## config.mk

```make
export PLATFORM = sky130hd
export DESIGN_NAME = sorted_vector_streamer
export DESIGN_NICKNAME = d
export VERILOG_FILES = /design/src/rtl/sort_pkg.sv /design/src/rtl/vector_slot_buffer.sv /design/src/rtl/sorted_vector_streamer.sv
export SDC_FILE = /design/constraint.sdc
export NUM_CORES = 1
export LEC_CHECK = 0
export ABC_AREA = 1
export CAP_MARGIN = 0
export CELL_PAD_IN_SITES_DETAIL_PLACEMENT = 1
export CELL_PAD_IN_SITES_GLOBAL_PLACEMENT = 2
export CORE_AREA = 2 2 272 274
export CTS_CLUSTER_DIAMETER = 120
export CTS_CLUSTER_SIZE = 16
export DETAILED_ROUTE_END_ITERATION = 6
export DIE_AREA = 0 0 274 276
export DONT_BUFFER_PORTS = 1
export PLACE_DENSITY = 0.79
export SLEW_MARGIN = 10
export SYNTH_ARGS = -nofsm -noshare
export SYNTH_HDL_FRONTEND = slang
export SYNTH_SLANG_ARGS = --single-unit
```

## constraint.sdc

```tcl
create_clock -name clk -period 2.1 [get_ports clk]
set_input_delay 0.21 -clock clk [delete_from_list [all_inputs] [get_ports clk]]
set_output_delay 0.21 -clock clk [all_outputs]
set_load 0.02 [all_outputs]
```

## src/rtl/sort_pkg.sv

```systemverilog
// Shared definitions for the sorter, the loader and the result streamer.
package sort_pkg;
    localparam int LOG_INPUT  = 5;
    localparam int DATA_WIDTH = 8;
    localparam int N          = 2**LOG_INPUT;
    localparam int ELEM_MAX   = 32;
    localparam int VEC_MAX    = ELEM_MAX * N;

    typedef enum logic {IDLE, STREAM} rd_state_e;

    // Returns element idx of a dw-bit-per-element vector; caller truncates to dw.
    function automatic logic [ELEM_MAX-1:0] get_elem(input logic [VEC_MAX-1:0] vec,
                                                     input int idx, input int dw);
        return ELEM_MAX'(vec >> (idx * dw));
    endfunction
endpackage

```

## src/rtl/vector_slot_buffer.sv

```systemverilog
// Two-slot ping-pong vector store with full bits and write/read pointers.
module vector_slot_buffer #(
    parameter int VW = 256
) (
    input  logic          clk,
    input  logic          rst,
    input  logic          cap_i,
    input  logic [VW-1:0] cap_data_i,
    input  logic          free_i,
    output logic          cap_ok_o,
    output logic [VW-1:0] rd_data_o,
    output logic          rd_full_o,
    output logic          oth_full_o,
    output logic          busy_o
);
    logic [1:0][VW-1:0] slot_q;
    logic [1:0]         full_q, full_d;
    logic               wr_ptr_q, wr_ptr_d;
    logic               rd_ptr_q, rd_ptr_d;

    // Occupancy is judged on start-of-cycle state, so a slot freed now is not writable until next cycle.
    assign cap_ok_o   = cap_i & ~full_q[wr_ptr_q];
    assign rd_data_o  = slot_q[rd_ptr_q];
    assign rd_full_o  = full_q[rd_ptr_q];
    assign oth_full_o = full_q[~rd_ptr_q];
    assign busy_o     = |full_q;

    always_comb begin
        full_d   = full_q;
        wr_ptr_d = wr_ptr_q;
        rd_ptr_d = rd_ptr_q;
        if (cap_ok_o) begin
            full_d[wr_ptr_q] = 1'b1;
            wr_ptr_d         = ~wr_ptr_q;
        end
        if (free_i) begin
            full_d[rd_ptr_q] = 1'b0;
            rd_ptr_d         = ~rd_ptr_q;
        end
    end

    always_ff @(posedge clk) begin
        if (rst) begin
            slot_q   <= '0;
            full_q   <= '0;
            wr_ptr_q <= 1'b0;
            rd_ptr_q <= 1'b0;
        end else begin
            full_q   <= full_d;
            wr_ptr_q <= wr_ptr_d;
            rd_ptr_q <= rd_ptr_d;
            if (cap_ok_o) slot_q[wr_ptr_q] <= cap_data_i;
        end
    end
endmodule

```

## src/rtl/sorted_vector_streamer.sv

```systemverilog
// Captures sorted vectors from the sorter and streams their elements one per beat.
module sorted_vector_streamer
    import sort_pkg::*;
#(
    parameter int LOG_INPUT  = sort_pkg::LOG_INPUT,
    parameter int DATA_WIDTH = sort_pkg::DATA_WIDTH
) (
    input  logic                              clk,
    input  logic                              rst,
    input  logic                              y_valid,
    input  logic [DATA_WIDTH*(2**LOG_INPUT)-1:0] y,
    output logic [DATA_WIDTH-1:0]             m_data,
    output logic                              m_valid,
    input  logic                              m_ready,
    output logic [LOG_INPUT-1:0]              m_index,
    output logic                              m_last,
    output logic                              overflow,
    output logic                              busy
);
    localparam int NE = 2**LOG_INPUT;
    localparam int VW = DATA_WIDTH * NE;

    logic          cap_ok, rd_full, oth_full, hs, last, free;
    logic [VW-1:0] rd_data;
    rd_state_e     state_q, state_d;
    logic [LOG_INPUT-1:0] cnt_q, cnt_d;
    logic          ovf_q;

    vector_slot_buffer #(.VW(VW)) u_buf (
        .clk       (clk),
        .rst       (rst),
        .cap_i     (y_valid),
        .cap_data_i(y),
        .free_i    (free),
        .cap_ok_o  (cap_ok),
        .rd_data_o (rd_data),
        .rd_full_o (rd_full),
        .oth_full_o(oth_full),
        .busy_o    (busy)
    );

    assign last = (cnt_q == LOG_INPUT'(NE - 1));
    assign hs   = (state_q == STREAM) && m_ready;
    assign free = hs && last;

    always_comb begin
        state_d = state_q;
        cnt_d   = cnt_q;
        case (state_q)
            // Both slots are empty in IDLE, so any capture lands in the drain slot.
            IDLE: if (rd_full || cap_ok) state_d = STREAM;
            STREAM: begin
                if (hs) begin
                    cnt_d = cnt_q + LOG_INPUT'(1);
                    if (last) state_d = (oth_full || cap_ok) ? STREAM : IDLE;
                end
            end
            default: state_d = IDLE;
        endcase
    end

    always_ff @(posedge clk) begin
        if (rst) begin
            state_q <= IDLE;
            cnt_q   <= '0;
            ovf_q   <= 1'b0;
        end else begin
            state_q <= state_d;
            cnt_q   <= cnt_d;
            ovf_q   <= ovf_q | (y_valid & ~cap_ok);
        end
    end

    assign m_valid  = (state_q == STREAM);
    assign m_data   = m_valid ? DATA_WIDTH'(get_elem(VEC_MAX'(rd_data), int'(cnt_q), DATA_WIDTH)) : '0;
    assign m_index  = cnt_q;
    assign m_last   = m_valid && last;
    assign overflow = ovf_q;
endmodule

```

Word level (Yosys, flattened, before mapping)

Cells that the tools add are included.

Eq/ne operators: 1
Multiplexer cells: 23
Order comparisons: 5
Reductions and logical operators: 9
Add/sub/neg operators: 1
Bitwise logic cells: 11
Shift-type cells: 1
Div/mod/pow operators: 0
$mul: 0

Operators by type and width:

| cell                                                                  | number |
|---|---|
| 256-bit two-way mux                                                   | 3 |
| 512-bit bitwise mux                                                   | 1 |
| 256-bit demux with 1-bit select                                       | 1 |
| 256-bit by 8-bit right shift with 8-bit output                        | 1 |
| 1-bit two-way mux                                                     | 12 |
| 8-bit two-way mux                                                     | 1 |
| 1-bit by 2-bit < comparator with 1-bit output (second input constant) | 3 |
| 5-bit by 1-bit adder with 5-bit output (second input constant)        | 1 |
| 5-bit == test (second input constant)                                 | 1 |
| 1-bit logical AND                                                     | 5 |
| 1-bit NOT                                                             | 5 |
| 2-bit two-way mux                                                     | 2 |
| 1-bit bitwise AND                                                     | 2 |
| 2-bit bitwise AND                                                     | 1 |
| 1-bit demux with 1-bit select                                         | 2 |
| 1-bit greater-or-equal comparator (second input constant)             | 2 |
| 1-bit logical OR                                                      | 2 |
| 2-bit NOT                                                             | 1 |
| 2-bit bitwise OR                                                      | 1 |
| 1-bit one-hot mux with 2 select lines                                 | 1 |
| 2-bit AND reduction                                                   | 1 |
| 2-bit OR reduction                                                    | 1 |
| 1-bit bitwise OR                                                      | 1 |

Bits in writable memories: 0
Input port bits: 260
Bits in registers: 523
Memories kept: 0
Word-level logic and storage cells: 59
Bits in read-only memories: 0
Latch bits: 0

Depth between registers and ports, before layout

Gate-level depths: netlist (run 1).

Depth after elaboration: 9
Mapped depth: 12
Mapped depth without buffers: 9

Modules after synthesis

Synthesis (run 1) repeated with hierarchy kept, for this count alone.

Cell total of the unflattened synthesis: 4066
Area, all modules: 25177.9 um^2

Modules (own cells, without submodules):

| module                 | sequential area each (um^2) | instances | area an instance (um^2) | cells each |
|---|---|---|---|---|
| vector_slot_buffer     | 10329.9                     | 1         | 21866.0                 | 3327 |
| sorted_vector_streamer | 140.1                       | 1         | 3311.9                  | 739 |

Least setup slack after synthesis (run 1)

Ideal clock, no wire load.

Kind: register -> register
Start: register cnt_q[3], in the netlist m_index[3]
End: register state_q, in the netlist m_valid
Buffers on the path: 2
Arrival: 2.015 ns
Data required time: 1.971 ns
Cell stages (with the launch flop): 11
Clock period less this slack: 2.144 ns
Setup slack: -0.044 ns
Cell sequence: dfxtp_1 clkbuf_1 clkinv_1 clkbuf_1 nor3_1 ha_1 inv_1 nor2_1 nand2_1 o221ai_1 a31oi_1

Longest elaborated chain between the ends: 4

Ends and longest elaborated chain:

| what                                  | line                         | source |
|---|---|---|
| start: declaration                    | sorted_vector_streamer.sv:26 | `logic [LOG_INPUT-1:0] cnt_q, cnt_d;` |
| start signal: assignment              | sorted_vector_streamer.sv:69 | `cnt_q <= cnt_d;` |
| 5-bit == test                         | sorted_vector_streamer.sv:42 | `assign last = (cnt_q == LOG_INPUT'(NE - 1));` |
| 1-bit two-way mux                     | sorted_vector_streamer.sv:55 | `if (last) state_d = (oth_full \|\| cap_ok) ? STREAM : IDLE;` |
| 1-bit two-way mux                     | sorted_vector_streamer.sv:53 | `if (hs) begin` |
| 1-bit one-hot mux with 2 select lines | sorted_vector_streamer.sv:49 | `case (state_q)` |
| end signal: assignment                | sorted_vector_streamer.sv:68 | `state_q <= state_d;` |
| end: declaration                      | sorted_vector_streamer.sv:25 | `rd_state_e state_q, state_d;` |

Every way passes these cells.
A chain may end at the register's enable or synchronous reset.

Worst setup path in the final report (run 1)

Start: register u_buf.rd_ptr_q
End: output port m_data[3]

Longest elaborated chain between the ends: 4

Ends and longest elaborated chain:

| what                                                    | line                         | source |
|---|---|---|
| start: declaration                                      | vector_slot_buffer.sv:19     | `logic rd_ptr_q, rd_ptr_d;` |
| start signal: assignment                                | vector_slot_buffer.sv:51     | `rd_ptr_q <= rd_ptr_d;` |
| 256-bit two-way mux (not written as such) (2 in series) | vector_slot_buffer.sv:23     | `assign rd_data_o = slot_q[rd_ptr_q];` |
| 256-bit by 8-bit right shift with 8-bit output          | sort_pkg.sv:14               | `return ELEM_MAX'(vec >> (idx * dw));` |
| 8-bit two-way mux                                       | sorted_vector_streamer.sv:75 | `assign m_data = m_valid ? DATA_WIDTH'(get_elem(VEC_MAX'(rd_data), int'(cnt_q), DATA_WIDTH)) : '0;` |
| end: declaration                                        | sorted_vector_streamer.sv:12 | `output logic [DATA_WIDTH-1:0] m_data,` |

Every way passes these cells. The select of a mux whose other input is x is not followed.

==> results of run 1 <==
==> through the flow <==
step / power, µW / hold WS [ns] / cell area [µm²]
after floorplan: 14600 / 0.279 / 23100
final: 24400 / 0.339 / 30200
after global placement: 16300 / 0.282 / 24900
after detailed placement: 16400 / 0.283 / 24900
after global routing: 25700 / 0.345 / 30200
after CTS: 24600 / 0.301 / 29800
==> power by group through the flow <==
stage	Combinational [µW]	Clock [µW]	Sequential, µW
floorplan	3000	0	11600
global placement	4450	0	11800
detailed placement	4530	0	11800
CTS	5310	7640	11600
global route	5990	7960	11800
finish	5370	7400	11600
==> how the worst min path moves through the flow <==
stage | start | endpoint | slack [ns]
final | y[13] | u_buf.slot_q[13] | 0.34
after global placement | rst | m_index[2] | 0.28
after CTS | y[94] | u_buf.slot_q[350] | 0.30
after detailed placement | rst | m_index[2] | 0.28
after floorplan | rst | u_buf.wr_ptr_q | 0.28
after global routing | y[218] | u_buf.slot_q[474] | 0.34
==> metal layers <==
| metal | vias to the layer above | track usage | wire length, µm |
|---|---|---|---|
| met1 | 11753 | 0.333 | 44900 |
| met4 | 4 | 0.0605 | 2010 |
| met2 | 397 | 0.422 | 46200 |
| li1 | 11661 | - | - |
| met3 | 114 | 0.0391 | 3990 |
| met5 | - | 0 | 30 |
==> cell usage after synthesis <==
library cell,instances,area [µm²]
dfxtp_1,523,10500
o21ai_0,505,2530
a21oi_1,16,80.1
nor3_1,2,10.0
buf_4,36,270
buf_2,121,606
o21ai_4,1,16.3
a31oi_1,1,6.26
nand2_1,650,2440
ha_1,2,25.0
buf_6,2,22.5
buf_1,19,71.3
o21ai_1,11,55.1
o211ai_1,1,7.51
clkinv_1,4,15.0
clkbuf_1,101,379
nand3_1,434,2170
inv_1,10,37.5
nor2_4,3,33.8
o221ai_1,1,8.76
inv_2,4,15.0
nor2_1,1031,3870
==> sequential cells by signal, indices dropped and copies added (netlist names) <==
signal,flops
u_buf.rd_ptr_q,1
u_buf.full_q,2
m_index,5
overflow,1
u_buf.slot_q,512
u_buf.wr_ptr_q,1
m_valid,1
==> critical path, cell delays in order, from the launching register on <==
cell and delay [ns]:
dfxtp_4 0.37, buf_12 0.16, inv_16 0.08, buf_12 0.16
buf_12 0.15, buf_4 0.12, nand2_1 0.06, nand3_2 0.07
nand3_1 0.09, nand2_2 0.10, nand2_2 0.06, nand3_4 0.12
nand3_2 0.08, a21oi_2 0.20, buf_6 0.17
==> what timing repair did <==
item                                    CTS  global route
endpoints found under the hold margin   519             0
setup buffers                            23             5
gates cloned                             12             3
hold buffers                            259             0
endpoints found under the setup margin   10            12
gates resized for setup                 168            47
pin swaps                                39            31
==> final cells by class <==
cell class	instances	share of cell area
timing repair buffer	468	0.177
clock inverter	1	0.000995
inverter	18	0.00385
tap	959	0.0397
clock buffer	45	0.0345
timing repair inverter	1	0.000539
sequential	523	0.347
antenna	12	0.000995
multi-input combinational	2658	0.395
==> cell families after synthesis <==
logic type | count (synthesis)
compound gates | 536
fa+ha+maj | 2
buf+inv | 297
flops | 523
simple gates | 2120
==> qor.yml, run 1 <==
clock_path_buffers: 3
synthXorXnorAreaFrac: 0
clock_skew_ns: 0.0340
cts.clk_slew.worst_paths_ns: 0.09
r2r_cells: 12
antenna_found_initial: 15
viasPerCell: 5.11
rows: 99
die_w_um: 274
layout_commonest_cell: "nor2_1"
synthSimpleGateAreaFrac: 0.368
final_cell_mix: "nor2_1 (1031), nand2_1 (598), dfxtp_1 (519)"
pre_cts_ws_ns: -0.434
final_nets: 3970
cts_tree: "built"
cts_max_level: 2
worst_setup_path_start_kind: "flip-flop"
vias: 23929
setup_slack_ns: -0.696
fin_cells: 4685
violations: "negative setup slack"
drcViolationCount: 0
drtPass1Iterations: 5
status: "finished, violations left"
die_area_um2: 75600
max_cap_viol_count: 0
setup_viol: 10
synth_nets: 3740
fill_cells: 9064
relSlewSlack: 0.600
ys_types: 22
hpwl_mm: 59.5
clk_latency_ns: 0.60
totalNegativeSetupSlack_ns: -5.89
p_sw_uw: 7800
multi_input_area_um2: 11900
layout_min_cycle_time_ns: 2.80
cp-startpoint: "u_buf.rd_ptr_q"
yosysWarnings: 0
p_leak_uw: 0.0128
max_slew.worst_pin.slew_ns: 0.600
routed_wl_mm: 97.2
seqPwrFrac: 0.477
wire_per_inst_um: 20.7
grt_pass1_vias: 24754
synth_fa_ha_area_frac: 0.00108
clkSinkCount: 523
start_util: 0.319
io_buffers: 0
finalCritPeriodShare: 1.33
holdPathStages: 3
timing.fmax_mhz: 358
crit_fanout: 8
place_congestion: 0.770
root_buffer: "clkbuf_16"
drtIter0Drc: 1474
grt.overflow.total: 0
seq_area_frac_synth: 0.452
core_um2: 72600
worstSetupEndpointType: "primary output"
grt_max_degree: 114
fin_util: 0.416
finalHoldViolCount: 0
syn_to_final_growth_pct: 30.5
p_sw_frac: 0.320
synth_area_um2: 23100
synth_seq_cells: 523
critPathRequiredTime_ns: 1.89
drv_slew: 0
r2r_setup_slack_ns: -0.18
clock_power_share: 0.303
synth_mux_area_frac: 0
internal_power_uw: 16600
top_level_ports: 277
peakVddDrop_v: 0.000694
final-seq-area_um2: 10500
cts_buffers: 38
grt_usage: 0.250
cp-endpoint: "m_data[3]"
combPwrFrac: 0.220
timing.rr.end: "m_valid"
fp.dieH_um: 276
grt_pass1_wl_mm: 149
synth_top_family_by_area: "simple AND/OR/NAND/NOR gates"
crit_arrival_ns: 2.59
dpl.cell_count: 4325
synthCells: 3478
drtAntennaViolNets: 0
synth_compound_area_frac: 0.117
hold_class: "input port to flip-flop"
power_density_nw_per_um2: 809
syn_area_per_cell_um2: 6.65
drive_gt1_frac: 0.110
r2r-start: "m_index[0]"
grt_setup_unrepaired: "true"
critPathKind: "flip-flop to primary output"
Note: power is estimated with default switching activity, not from simulation.
==> inputs of run 2 (changes only) <==
--- a/config.mk
+++ b/config.mk
@@ -16,6 +16,7 @@
 export DIE_AREA = 0 0 274 276
 export DONT_BUFFER_PORTS = 1
 export PLACE_DENSITY = 0.79
+export REMOVE_ABC_BUFFERS = 1
 export SLEW_MARGIN = 10
 export SYNTH_ARGS = -nofsm -noshare
 export SYNTH_HDL_FRONTEND = slang
==> run 2 against run 1 <==
Effect of this change: the run still ends with negative setup slack left; cell count rose by 0.62%; critical path depth did not move; register-to-register slack improved by 0.12 ns; combinational power rose by 1%; first-iteration DRC count rose by 5.1%; count of clock-buffer cells in the layout did not move; non-clock buffer count rose by 32; utilization rose by 1.1 points; die area did not move; design area rose by 2.6%; total power fell by 0.25%; sequential power barely moved; largest power group unchanged.
==> qor.yml, run 2 (synthesized netlist as in run 1, its figures left out) <==
status: "finished, violations left"
violations: "negative setup slack"
wire_per_inst_um: 20.3  # -2.2%
slowest_delay_ns: 0.40  # +0.03 ns
crit_fanout: 8  # unchanged
whs_endpoint: "u_buf.slot_q[275]"
place_congestion: 0.788  # +2.3%
grt.overflow.total: 0  # unchanged
pre_cts_ws_ns: -0.324  # +0.110 ns
drive_gt1_frac: 0.124  # +0.0143
worst_setup_path_start_kind: "flip-flop"
drtPass1Iterations: 5  # unchanged
cts_buffers: 38  # unchanged
clock_path_buffers: 3  # unchanged
cpMaxStageDelayCell: "dfxtp_4"
critPathRequiredTime_ns: 1.89  # about the same
layout_min_cycle_time_ns: 2.72  # -0.0748 ns
die_area_um2: 75600  # unchanged
p_leak_uw: 0.0132  # +2.7%
clk_latency_ns: 0.59  # about the same
max_slew.worst_pin.slew_ns: 0.662  # +0.0617 ns
clkSinkCount: 523  # unchanged
internal_power_uw: 16600  # -0.10%
final_cell_mix: "nor2_1 (1030), nand2_1 (582), dfxtp_1 (519)"
crit_arrival_ns: 2.51  # -0.08 ns
cts_tree: "built"
clock_power_share: 0.298  # -0.005
relSlewSlack: 0.559  # -0.0411
core_um2: 72600  # unchanged
drtIter0Drc: 1549  # +5.1%
worst-path-buf-inv: 6  # unchanged
final_nets: 4002  # +0.81%
antenna_found_initial: 19  # +4
hold-worst-slack_ns: 0.334  # -0.00437 ns
setup_slack_ns: -0.621  # +0.0748 ns
fp.dieH_um: 276  # unchanged
rows: 99  # unchanged
grt_setup_unrepaired: "true"
timing.rr.end: "m_valid"
r2r_setup_slack_ns: -0.06  # +0.12 ns
setup_viol: 10  # unchanged
power_density_nw_per_um2: 786  # -2.8%
combPwrFrac: 0.224  # +0.004
p_sw_uw: 7760  # -0.57%
finalHoldViolCount: 0  # unchanged
max_cap_viol_count: 0  # unchanged
root_buffer: "clkbuf_16"
drv_slew: 0  # unchanged
largest-register: "u_buf.slot_q"
worstHoldStart: "y[19]"
routed_wl_mm: 95.6  # -1.6%
finalCritPeriodShare: 1.30  # -0.0356
viasPerCell: 5.11  # +0.13%
crit_chain: "buf_12, clkinv_16, buf_12, buf_12, buf_6, nand2_2, nand3_2, nand3_2, nand2_4, nand2_2, nand3_2, nand3_4, a21oi_4, buf_6"
grt_max_degree: 85  # -25%
timing.fmax_mhz: 368  # +2.8%
critPathKind: "flip-flop to primary output"
top_level_ports: 277  # unchanged
peakVddDrop_v: 0.000711  # +2.5%
cts.clk_slew.worst_paths_ns: 0.09  # about the same
holdPathStages: 3  # unchanged
r2r_cells: 13  # +1
syn_to_final_growth_pct: 33.9
grt_pass1_vias: 25075  # +1.3%
grt_pass1_wl_mm: 148  # -0.64%
grt_usage: 0.247  # -0.00321
r2r-start: "m_index[0]"
layout_commonest_cell: "nor2_1"
hold_class: "input port to flip-flop"
largest_reg_flops: 512  # unchanged
cts_max_level: 2  # unchanged
seqPwrFrac: 0.478  # about the same
clock_skew_ns: 0.0268  # -0.00712 ns
io_buffers: 0  # unchanged
worstSetupEndpointType: "primary output"
critical_path.top_delay_family: "buffers and inverters"
drtAntennaViolNets: 0  # unchanged
p_sw_frac: 0.319  # -0.00101
drcViolationCount: 0  # unchanged
vias: 24108  # +0.75%
start_util: 0.319  # unchanged
die_w_um: 274  # unchanged
hpwl_mm: 58.9  # -1.0%
-- run 2: changes by cell type in the layout (fill, tap and decap cells not counted), sizes merged --
cell | before | now
buf | 205 | 236
diode | 12 | 9
bufbuf | 1 | 3
clkbuf | 48 | 46
clkinv | 5 | 7
bufinv | 1 | 0
dlygate4sd3 | 259 | 260
inv | 14 | 13
-- run 2: cell type report --
| type | count | area, µm² |
|---|---|---|
| diodes | 9 | 22.5 |
| clock buffers | 45 | 1040 |
| clock inverters | 1 | 5.00 |
| fillers | 8975 | 41600 |
| inverters | 18 | 125 |
| multi-input cells | 2658 | 12100 |
| flip-flops and latches | 523 | 10500 |
| well taps | 959 | 1200 |
| repair buffers | 500 | 5990 |
| repair inverters | 1 | 30.0 |
-- run 2: power by group through the flow --
stage,clock network (µW),logic [µW],registers (µW)
after floorplan,0,2820,11700
after global placement,0,4480,11800
after detailed placement,0,4550,11800
after CTS,7500,5330,11600
after global routing,7850,6100,11800
final,7270,5450,11600
-- run 2: metal layers --
layer	vias to the layer above	global-route usage	wire, µm
li1	11739	-	-
met1	11846	0.332	44200
met2	389	0.418	46000
met3	116	0.0345	3610
met4	18	0.0550	1720
met5	-	0	99
-- run 2: per-stage QoR --
stage | instances | util | TNS [ns] | total power, µW | cell area (µm²)
final | 4714 | 0.427 | -4.99 | 24400 | 31000
after global routing | 4714 | 0.427 | -6.29 | 25700 | 31000
after CTS | 4687 | 0.419 | -5.49 | 24400 | 30400
after detailed placement | 4332 | 0.347 | -1.01 | 16400 | 25200
after global placement | 4332 | 0.347 | -0.930 | 16300 | 25200
after floorplan | 3199 | - | -2101.94 | 14500 | 21800
-- run 2: worst max-delay path by stage --
stage	from	endpoint	cells after the start
after floorplan	u_buf.rd_ptr_q	m_data[0]	9
after global placement	u_buf.rd_ptr_q	m_data[7]	13
after detailed placement	u_buf.rd_ptr_q	m_data[0]	12
after CTS	u_buf.rd_ptr_q	m_data[7]	14
after global routing	u_buf.rd_ptr_q	m_data[5]	14
final	u_buf.rd_ptr_q	m_data[7]	14
-- run 2: what timing repair did --
item,in CTS,in global routing
hold endpoints to repair,520,0
cloned,14,1
pin swaps,64,58
resized for setup,170,96
hold buffers,260,0
setup endpoints to repair,10,12
setup buffers,35,21
-- run 2: worst reg2reg max path, cell delays in order (launching register included) --
cell	delay, ns
dfxtp_4	0.40
buf_6	0.11
buf_12	0.11
buf_4	0.11
ha_2	0.17
inv_1	0.06
nor3_2	0.16
ha_2	0.22
inv_1	0.06
nor2_2	0.12
buf_6	0.13
nand2_1	0.09
o221ai_1	0.17
a31oi_1	0.12
==> inputs of run 3 (changes only) <==
--- a/config.mk
+++ b/config.mk
@@ -5,17 +5,16 @@
 export SDC_FILE = /design/constraint.sdc
 export NUM_CORES = 1
 export LEC_CHECK = 0
-export ABC_AREA = 1
 export CAP_MARGIN = 0
 export CELL_PAD_IN_SITES_DETAIL_PLACEMENT = 1
 export CELL_PAD_IN_SITES_GLOBAL_PLACEMENT = 2
-export CORE_AREA = 2 2 272 274
+export CORE_AREA = 2 2 259 261
 export CTS_CLUSTER_DIAMETER = 120
 export CTS_CLUSTER_SIZE = 16
 export DETAILED_ROUTE_END_ITERATION = 6
-export DIE_AREA = 0 0 274 276
+export DIE_AREA = 0 0 261 263
 export DONT_BUFFER_PORTS = 1
-export PLACE_DENSITY = 0.79
+export PLACE_DENSITY = 0.77
 export REMOVE_ABC_BUFFERS = 1
 export SLEW_MARGIN = 10
 export SYNTH_ARGS = -nofsm -noshare
==> run 3 against run 2 <==
Effect of this change: the flow finishes with violations (negative hold slack, negative setup slack); design area decreased by 7.2%; critical path depth decreased by 7; first-iteration DRC count decreased by 23%; utilization increased by 1.1 points; total power decreased by 13%; count of clock-buffer cells in the layout decreased by 2; largest cell class unchanged; via count decreased by 17%.
==> qor.yml, run 3 <==
root_buffer: "clkbuf_16"
worstSetupEndpointType: "primary output"
crit_fanout: 6  # -2
final_cell_mix: "nand2_1 (1047), a21oi_1 (529), dfxtp_1 (515)"
synth_area_leaders: "dfxtp_1 (47%), nand2_1 (18%), mux4_2 (13%), a21oi_1 (12%), clkbuf_1 (3.0%)"
fin_util: 0.438  # +0.0113
worst_setup_path_start_kind: "flip-flop"
seq_area_frac_synth: 0.473  # +0.0206
ys_top_cells_by_count: "nand2_1 (1050), a21oi_1 (529), dfxtp_1 (523), clkbuf_1 (175), mux4_2 (126)"
grt_max_degree: 524  # +520%
grt.overflow.total: 0  # unchanged
fill_cells: 7645  # -15%
die_area_um2: 68600  # -9.2%
grt_pass1_wl_mm: 123  # -17%
synthCells: 2612  # -25%
fp.dieH_um: 263  # -4.7%
grt_pass1_vias: 21234  # -15%
totalNegativeSetupSlack_ns: -7.15  # -2.16 ns
final_nets: 3192  # -20%
power_density_nw_per_um2: 740  # -5.9%
viasPerCell: 5.26  # +2.8%
critPathRequiredTime_ns: 1.89  # about the same
clock_path_buffers: 3  # unchanged
rows: 94  # -5.1%
synth_ff_type: "dfxtp_1"
largest_reg_flops: 512  # unchanged
asyncSetResetFlopFracSynth: 0  # unchanged
yosys.area.top_type_share: 0.473  # +0.0206
cts_max_level: 2  # unchanged
synth_edf_count: 0  # unchanged
max_slew.worst_pin.slew_ns: 0.857  # +0.196 ns
clock_skew_ns: 0.0222  # -0.00462 ns
dpl_cell_area_um2: 23700  # -6.0%
p_leak_uw: 0.0102  # -23%
finalCritPeriodShare: 1.44  # +0.146
synth_seq_cells: 523  # unchanged
crit_arrival_ns: 2.82  # +0.31 ns
hold-worst-slack_ns: -0.245  # -0.580 ns
multi_input_area_um2: 10800  # -10%
wire_per_inst_um: 21.1  # +4.1%
routed_wl_mm: 80.6  # -16%
cts_tree: "built"
place_congestion: 0.785  # -0.41%
design_area_um2: 28800  # -7.2%
cts_buffers: 38  # unchanged
drtIter0Drc: 1195  # -23%
drive_gt1_frac: 0.126  # +0.00205
vias: 20062  # -17%
drtAntennaViolNets: 0  # unchanged
die_w_um: 261  # -4.7%
timing.fmax_mhz: 330  # -10%
largest-register: "u_buf.slot_q"
violations: "negative hold slack, negative setup slack"
finalHoldViolCount: 207  # +207
io_buffers: 0  # unchanged
drtPass1Iterations: 4  # -1
top_level_ports: 277  # unchanged
yosys.area.top_type: "dfxtp_1"
critPathKind: "flip-flop to primary output"
final-seq-area_um2: 10500  # about the same
pre_cts_ws_ns: -0.345  # -0.0219 ns
setup_slack_ns: -0.927  # -0.306 ns
setup_viol: 9  # -1
layout_min_cycle_time_ns: 3.03  # +0.306 ns
cts.clk_slew.worst_paths_ns: 0.08  # about the same
max_cap_viol_count: 0  # unchanged
start_util: 0.337  # +0.0184
syn_to_final_growth_pct: 29.9
synth_area_um2: 22100  # -4.4%
drcViolationCount: 0  # unchanged
yosysWarnings: 0  # unchanged
status: "finished, violations left"
grt_usage: 0.225  # -0.0220
syn_area_per_cell_um2: 8.47  # +27%
layout_commonest_cell: "nand2_1"
hold_class: "input port to flip-flop"
drv_slew: 0  # unchanged
core_um2: 65600  # -9.6%
clkSinkCount: 523  # unchanged
relSlewSlack: 0.429  # -0.130
hpwl_mm: 51.2  # -13%
clk_latency_ns: 0.58  # about the same
ys_types: 49  # +120%
antenna_found_initial: 21  # +2
peakVddDrop_v: 0.000433  # -39%
yosysMostFrequentCell: "nand2_1"
grt_setup_unrepaired: "true"
[run 3: per-stage QoR]
step                power, µW  hold slack [ns]  std cells
floorplan               12900            0.279       2393
global placement        13500            0.315       3386
detailed placement      13600            0.314       3386
CTS                     21300           -0.291       3768
global route            22200           -0.289       3814
finish                  21300           -0.245       3816
[run 3: logic make-up (layout without fill, tap and decap cells)]
logic type,Yosys count,count (layout),share of synthesized area
other cells,0,18,0
buf+inv,221,542,0.0440
mux,176,176,0.152
flops,523,523,0.473
fa+ha+maj,2,2,0.00113
compound gates,589,589,0.139
xor+xnor,3,3,0.00119
simple gates,1098,1099,0.190
[run 3: worst paths after layout]
path	from	end	slack, ns	cells after the start
worst max register to register	u_buf.full_q[0]	u_buf.slot_q[2]	0.06	5
worst min-delay path	rst	u_buf.slot_q[141]	-0.25	1
worst min register to register	u_buf.slot_q[433]	u_buf.slot_q[433]	0.45	2
worst max-delay path	m_index[0]	m_data[3]	-0.93	7
[run 3: timing repair]
| action | in CTS | in global routing |
|---|---|---|
| hold buffers | 331 | 12 |
| gates resized for setup | 18 | 35 |
| endpoints found under the setup margin | 9 | 83 |
| gates cloned | 2 | 6 |
| hold endpoints to repair | 523 | 431 |
| setup buffers | 5 | 13 |
| pin swaps | 0 | 6 |
[run 3: layer usage]
layer,share of wire,track usage,vias to the layer above
met5,0.00065,0,-
met4,0.021,0.0630,10
met3,0.040,0.0357,114
met2,0.50,0.384,345
met1,0.43,0.293,10157
li1,-,-,9436
[run 3: layout make-up]
cell class	count	share of cell area
well taps	864	0.0376
clock buffers	43	0.0359
diodes	18	0.00157
clock inverters	1	0.000261
repair buffers	496	0.183
inverters	2	0.000261
flip-flops and latches	523	0.365
multi-input cells	1869	0.377
[run 3: report_power, final]
group          internal [µW]  total [µW]  leakage, µW  switching (µW)
combinational           1650        3390      0.00541            1740
clock                   3470        7050     0.000508            3580
sequential             10500       10800      0.00427             341
total                  15600       21300       0.0102            5660
[run 3: worst max-delay path, stage by stage (launching register included)]
cell      delay [ns]
dfxtp_4         0.43
buf_12          0.15
buf_16          0.14
mux4_2          0.52
mux4_2          0.55
o21bai_1        0.16
a32oi_1         0.09
buf_4           0.18
